`config.mk`:
```
export PLATFORM = sky130hd
export DESIGN_NAME = lsu
export DESIGN_NICKNAME = d
export VERILOG_FILES = /design/src/rtl/lsu.sv
export SDC_FILE = /design/constraint.sdc
export NUM_CORES = 1
export LEC_CHECK = 0
export ABC_AREA = 1
export CORE_AREA = 4 4 176 178
export CTS_CLUSTER_DIAMETER = 100
export DETAILED_ROUTE_END_ITERATION = 8
export DIE_AREA = 0 0 180 182
export PLACE_DENSITY = 0.78
export SLEW_MARGIN = 20
export SYNTH_ARGS = -nofsm -noshare
export SYNTH_HDL_FRONTEND = slang
export SYNTH_SLANG_ARGS = --single-unit
export TNS_END_PERCENT = 20
```
`constraint.sdc`:
```
create_clock -name clk -period 7.3 [get_ports clk]
set_clock_uncertainty 0.1 [all_clocks]
set_input_delay 1.46 -clock clk [delete_from_list [all_inputs] [get_ports clk]]
set_output_delay 1.46 -clock clk [all_outputs]
set_load 0.02 [all_outputs]
```
`src/rtl/lsu.sv`:
```
// Load/store unit between EXU and WBU: one memory access in flight at a time.
// Addresses go to memory 8-byte aligned; lanes are selected/shifted here.
module lsu (
  input  logic        clk,
  input  logic        rst,
  input  logic        in_valid,
  output logic        in_ready,
  input  logic [63:0] in_alu_result,
  input  logic [63:0] in_store_data,
  input  logic        in_mem_rd,
  input  logic        in_mem_wr,
  input  logic [1:0]  in_size,
  input  logic        in_unsigned,
  output logic        mem_req,
  output logic        mem_we,
  output logic [63:0] mem_addr,
  output logic [63:0] mem_wdata,
  output logic [7:0]  mem_wmask,
  input  logic        mem_ready,
  input  logic        mem_rvalid,
  input  logic [63:0] mem_rdata,
  output logic        out_valid,
  input  logic        out_ready,
  output logic [63:0] out_result,
  output logic        out_misalign,
  output logic [1:0]  state_dbg
);

  // Handshakes: a transfer happens on a rising edge where valid && ready are
  // both 1; the sender holds its payload stable while valid && !ready.
  typedef enum logic [1:0] {
    IDLE = 2'd0,
    REQ  = 2'd1,
    WAIT = 2'd2,
    DONE = 2'd3
  } state_t;

  state_t      state;
  state_t      state_nx;

  logic [63:0] addr_q;
  logic [63:0] wdata_q;
  logic [63:0] result_q;
  logic [1:0]  size_q;
  logic        rd_q;
  logic        wr_q;
  logic        uns_q;
  logic        mis_q;

  logic        accept;
  logic        in_mem;
  logic        in_mis;
  logic        capture;
  logic [2:0]  lane;
  logic [63:0] shifted;
  logic [63:0] load_val;
  logic [7:0]  wmask_base;

  assign accept = in_valid && in_ready;
  assign in_mem = in_mem_rd || in_mem_wr;
  assign lane   = addr_q[2:0];

  always_comb begin
    in_mis = 1'b0;
    unique case (in_size)
      2'd0:    in_mis = 1'b0;
      2'd1:    in_mis = in_alu_result[0];
      2'd2:    in_mis = |in_alu_result[1:0];
      default: in_mis = |in_alu_result[2:0];
    endcase
  end

  // Read data is taken only in WAIT, or in REQ when it arrives with the grant.
  assign capture = rd_q && mem_rvalid &&
                   ((state == REQ && mem_ready) || state == WAIT);

  assign shifted = mem_rdata >> {lane, 3'b000};

  always_comb begin
    load_val = shifted;
    unique case (size_q)
      2'd0:    load_val = {{56{~uns_q & shifted[7]}},  shifted[7:0]};
      2'd1:    load_val = {{48{~uns_q & shifted[15]}}, shifted[15:0]};
      2'd2:    load_val = {{32{~uns_q & shifted[31]}}, shifted[31:0]};
      default: load_val = shifted;
    endcase
  end

  always_comb begin
    wmask_base = 8'h00;
    unique case (size_q)
      2'd0:    wmask_base = 8'h01;
      2'd1:    wmask_base = 8'h03;
      2'd2:    wmask_base = 8'h0F;
      default: wmask_base = 8'hFF;
    endcase
  end

  always_ff @(posedge clk or posedge rst) begin
    if (rst) state <= IDLE;
    else     state <= state_nx;
  end

  always_comb begin
    state_nx = state;
    unique case (state)
      IDLE: if (accept) state_nx = (in_mem && !in_mis) ? REQ : DONE;
      REQ:  if (mem_ready) state_nx = (wr_q || mem_rvalid) ? DONE : WAIT;
      WAIT: if (mem_rvalid) state_nx = DONE;
      DONE: if (out_ready) state_nx = IDLE;
      default: state_nx = IDLE;
    endcase
  end

  always_comb begin
    in_ready     = (state == IDLE);
    mem_req      = (state == REQ);
    mem_we       = mem_req && wr_q;
    mem_addr     = mem_req ? {addr_q[63:3], 3'b000} : 64'd0;
    mem_wdata    = mem_we ? (wdata_q << {lane, 3'b000}) : 64'd0;
    mem_wmask    = mem_we ? (wmask_base << lane) : 8'h00;
    out_valid    = (state == DONE);
    out_result   = result_q;
    out_misalign = mis_q;
    state_dbg    = state;
  end

  // Misaligned ops report 0; stores and ALU ops keep the passthrough value.
  always_ff @(posedge clk or posedge rst) begin
    if (rst) begin
      addr_q   <= 64'd0;
      wdata_q  <= 64'd0;
      result_q <= 64'd0;
      size_q   <= 2'd0;
      rd_q     <= 1'b0;
      wr_q     <= 1'b0;
      uns_q    <= 1'b0;
      mis_q    <= 1'b0;
    end else if (accept) begin
      addr_q   <= in_alu_result;
      wdata_q  <= in_store_data;
      size_q   <= in_size;
      rd_q     <= in_mem_rd;
      wr_q     <= in_mem_wr;
      uns_q    <= in_unsigned;
      mis_q    <= in_mem && in_mis;
      result_q <= (in_mem && in_mis) ? 64'd0 : in_alu_result;
    end else if (capture) begin
      result_q <= load_val;
    end
  end

endmodule

```
==> results.json <==
{
  "outcome": "completed",
  "grt_antenna_before_repair": 9,
  "async_flop_share": 1.00,
  "wl_met2_mm": 25.0,
  "firstDrtPassIters": 8,
  "hold-worst-slack_ns": 0.381,
  "cp.arrival_ns": 3.93,
  "finalNetCount": 2365,
  "viasPerCell": 5.59,
  "clk_path_buf_depth": 2,
  "yosys_register_bits": 200,
  "postCtsSetupBuffers": 0,
  "tightest_slew_ns": 1.15,
  "top_layer": "met5",
  "grt_setup_unrepaired": "false",
  "std_cell_rows": 63,
  "grt_pass1_vias": 14000,
  "crit_family": "buffers and inverters",
  "dp.cells": 2529,
  "drc_errors": 0,
  "dieArea_um2": 32800,
  "hold_class": "reg -> reg",
  "wl_met3_mm": 4.99,
  "die_width_um": 180,
  "power_density_nw_per_um2": 456,
  "cts-root-buf": "clkbuf_16",
  "clock-sinks": 200,
  "relSlewSlack": 0.233,
  "final_common_cell": "nand2_1",
  "cp_cell_sequence": "inv_1, ha_2, nand2_1, nor2_4, inv_1, nor2_1, inv_1, nor2_1, clkdlybuf4s50_1",
  "layout.cells.non_filler": 2565,
  "area_growth_pct": 36.5,
  "tns_ns": 0,
  "setup_violations": 0,
  "ys_types": 39,
  "wirelength_mm": 52.5,
  "synth_ff_type": "dfrtp_1",
  "synth_area_um2": 12500,
  "drv_slew": 0,
  "fmax_ghz": 0.182,
  "dp_hpwl_mm": 38.3,
  "ys_seq_area_frac": 0.399,
  "end_kind": "primary output",
  "cts.htree.levels": 4,
  "crit_buf_inv": 4,
  "final_cell_mix": "729 x nand2_1, 406 x clkdlybuf4s50_1, 198 x dfrtp_1, 140 x o21ai_0, 126 x inv_1",
  "drtAntennaViolNets": 0,
  "drt_iter0_drc": 1550,
  "numPortBuffers": 406,
  "fp.dieH_um": 182,
  "required_ns": 5.74,
  "ctsHoldBuffers": 0,
  "syn-instance-count": 1867,
  "hold_violations": 0,
  "ys_warn_count": 0,
  "cts-resized-gates": 0,
  "cts_made_buffers": 17,
  "wl_met1_mm": 19.6,
  "leakagePower_uw": 0.00815,
  "crit_path_max_incr_delay_ns": 0.67,
  "path_clk_slew_ns": 0.07,
  "tritoncts": "built",
  "start_kind": "register",
  "placeableCoreArea_um2": 29400,
  "dr_total_vias": 14300,
  "irDropWorstVdd_v": 0.000297,
  "synth_edf_count": 0,
  "clock_latency_ns": 0.46,
  "drv_cap": 0,
  "drive_above_1_share": 0.0373,
  "fin_crit_sh": 0.752,
  "grt_overflow_total": 0,
  "boundaryPins": 410,
  "grt_usage": 0.308,
  "crit_slowest_cell": "inv_1",
  "worstPathMaxFanout": 32,
  "grt_pass1_wl_mm": 79.6,
  "avgSynthCellArea_um2": 6.72,
  "start_util": 0.427,
  "gp_congestion": 0.925,
  "fin_crit_ns": 5.49,
  "grt_max_degree": 148,
  "crit_path_frequent_cell": "inv_1",
  "critPathKind": "reg -> out",
  "wl_per_cell_um": 20.5
}
[where the power goes]
| group | leakage [uW] | internal, uW | switching [uW] |
|---|---|---|---|
| Clock | 0.000289 | 494 | 511 |
| Combinational | 0.00543 | 1660 | 3050 |
| Sequential | 0.00242 | 1660 | 435 |
[per-stage QoR]
step                total power [uW]  setup slack, ns   util  area (um^2)
finish                          7810             1.81  0.582        17100
global route                    8340             1.51  0.582        17100
CTS                             7760             1.84  0.582        17100
detailed placement              6750             2.29  0.561        16500
global placement                6670             1.88  0.561        16500
floorplan                       5000            0.286      -        12500
[Yosys cell counts (2+ instances only)]
cell type,instances,area share
or2_0,2,0.0010
or2_2,13,0.0065
a22oi_1,9,0.0054
inv_2,3,0.00090
buf_4,9,0.0054
buf_8,2,0.0024
a21oi_1,58,0.023
o211ai_1,17,0.010
or2_1,5,0.0025
o21ai_1,13,0.0052
mux2i_1,18,0.014
nand2_2,5,0.0025
o22ai_1,9,0.0045
nand3_1,112,0.045
nor2_1,123,0.037
a31oi_1,82,0.041
buf_6,7,0.0063
inv_1,128,0.038
dfrtp_1,200,0.40
o21ai_0,140,0.056
clkbuf_1,63,0.019
nand2_1,731,0.22
nand4_1,32,0.016
buf_2,49,0.020
a41oi_1,3,0.0021
ha_1,4,0.0040
o21ai_2,3,0.0021
buf_1,16,0.0048
[state kept, by name, summed over array words and instances (netlist names)]
| register | count |
|---|---|
| size_q | 2 |
| wdata_q | 64 |
| out_result | 64 |
| state_dbg | 2 |
| wr_q | 1 |
| uns_q | 1 |
| out_misalign | 1 |
| rd_q | 1 |
| addr_q | 64 |
[kinds of logic after synthesis]
family,after synthesis,synth area share
adders and majority gates,4,0.00399
AOI/OAI and AO/OA,338,0.152
buffers and inverters,278,0.0981
muxes,18,0.0144
DFF,200,0.399
and+or+nand+nor,1028,0.332
other,1,0.000299
[worst reg2reg max path: cells and delay by family (launching register included)]
| kind | cells | cell delay [ns] |
|---|---|---|
| AOI/OAI and AO/OA | 1 | 0.25 |
| buffers and inverters | 1 | 0.70 |
| and+or+nand+nor | 6 | 1.47 |
| DFF | 1 | 1.03 |
[cell type report]
class,instances,area [um^2]
fillers,2756,12300
multi-input cells,1391,6350
flip-flops and latches,200,5010
repair buffers,417,4150
inverters,131,508
well taps,390,488
clock buffers,18,429
clock inverters,14,179
diodes,4,10.0
[layer usage]
metal  GRT usage  vias to the layer above
li1            -                     6618
met1       0.370                     6651
met2       0.514                      875
met4       0.164                       10
met5           0                        -
met3      0.0741                      174
[path summary, 6_finish.rpt]
check | start | endpoint | slack, ns | cells after the start
setup / recovery | state_dbg[1] | mem_wdata[5] | 1.81 | 9
hold / removal | addr_q[28] | addr_q[28] | 0.38 | 2
setup reg to reg | addr_q[0] | out_result[25] | 3.65 | 8
hold reg to reg | addr_q[28] | addr_q[28] | 0.38 | 2
max in group asynchronous | rst | wdata_q[31] | 4.05 | 3
min in group asynchronous | rst | addr_q[29] | 1.48 | 2
No activity file was read; power rests on OpenSTA's default activity.
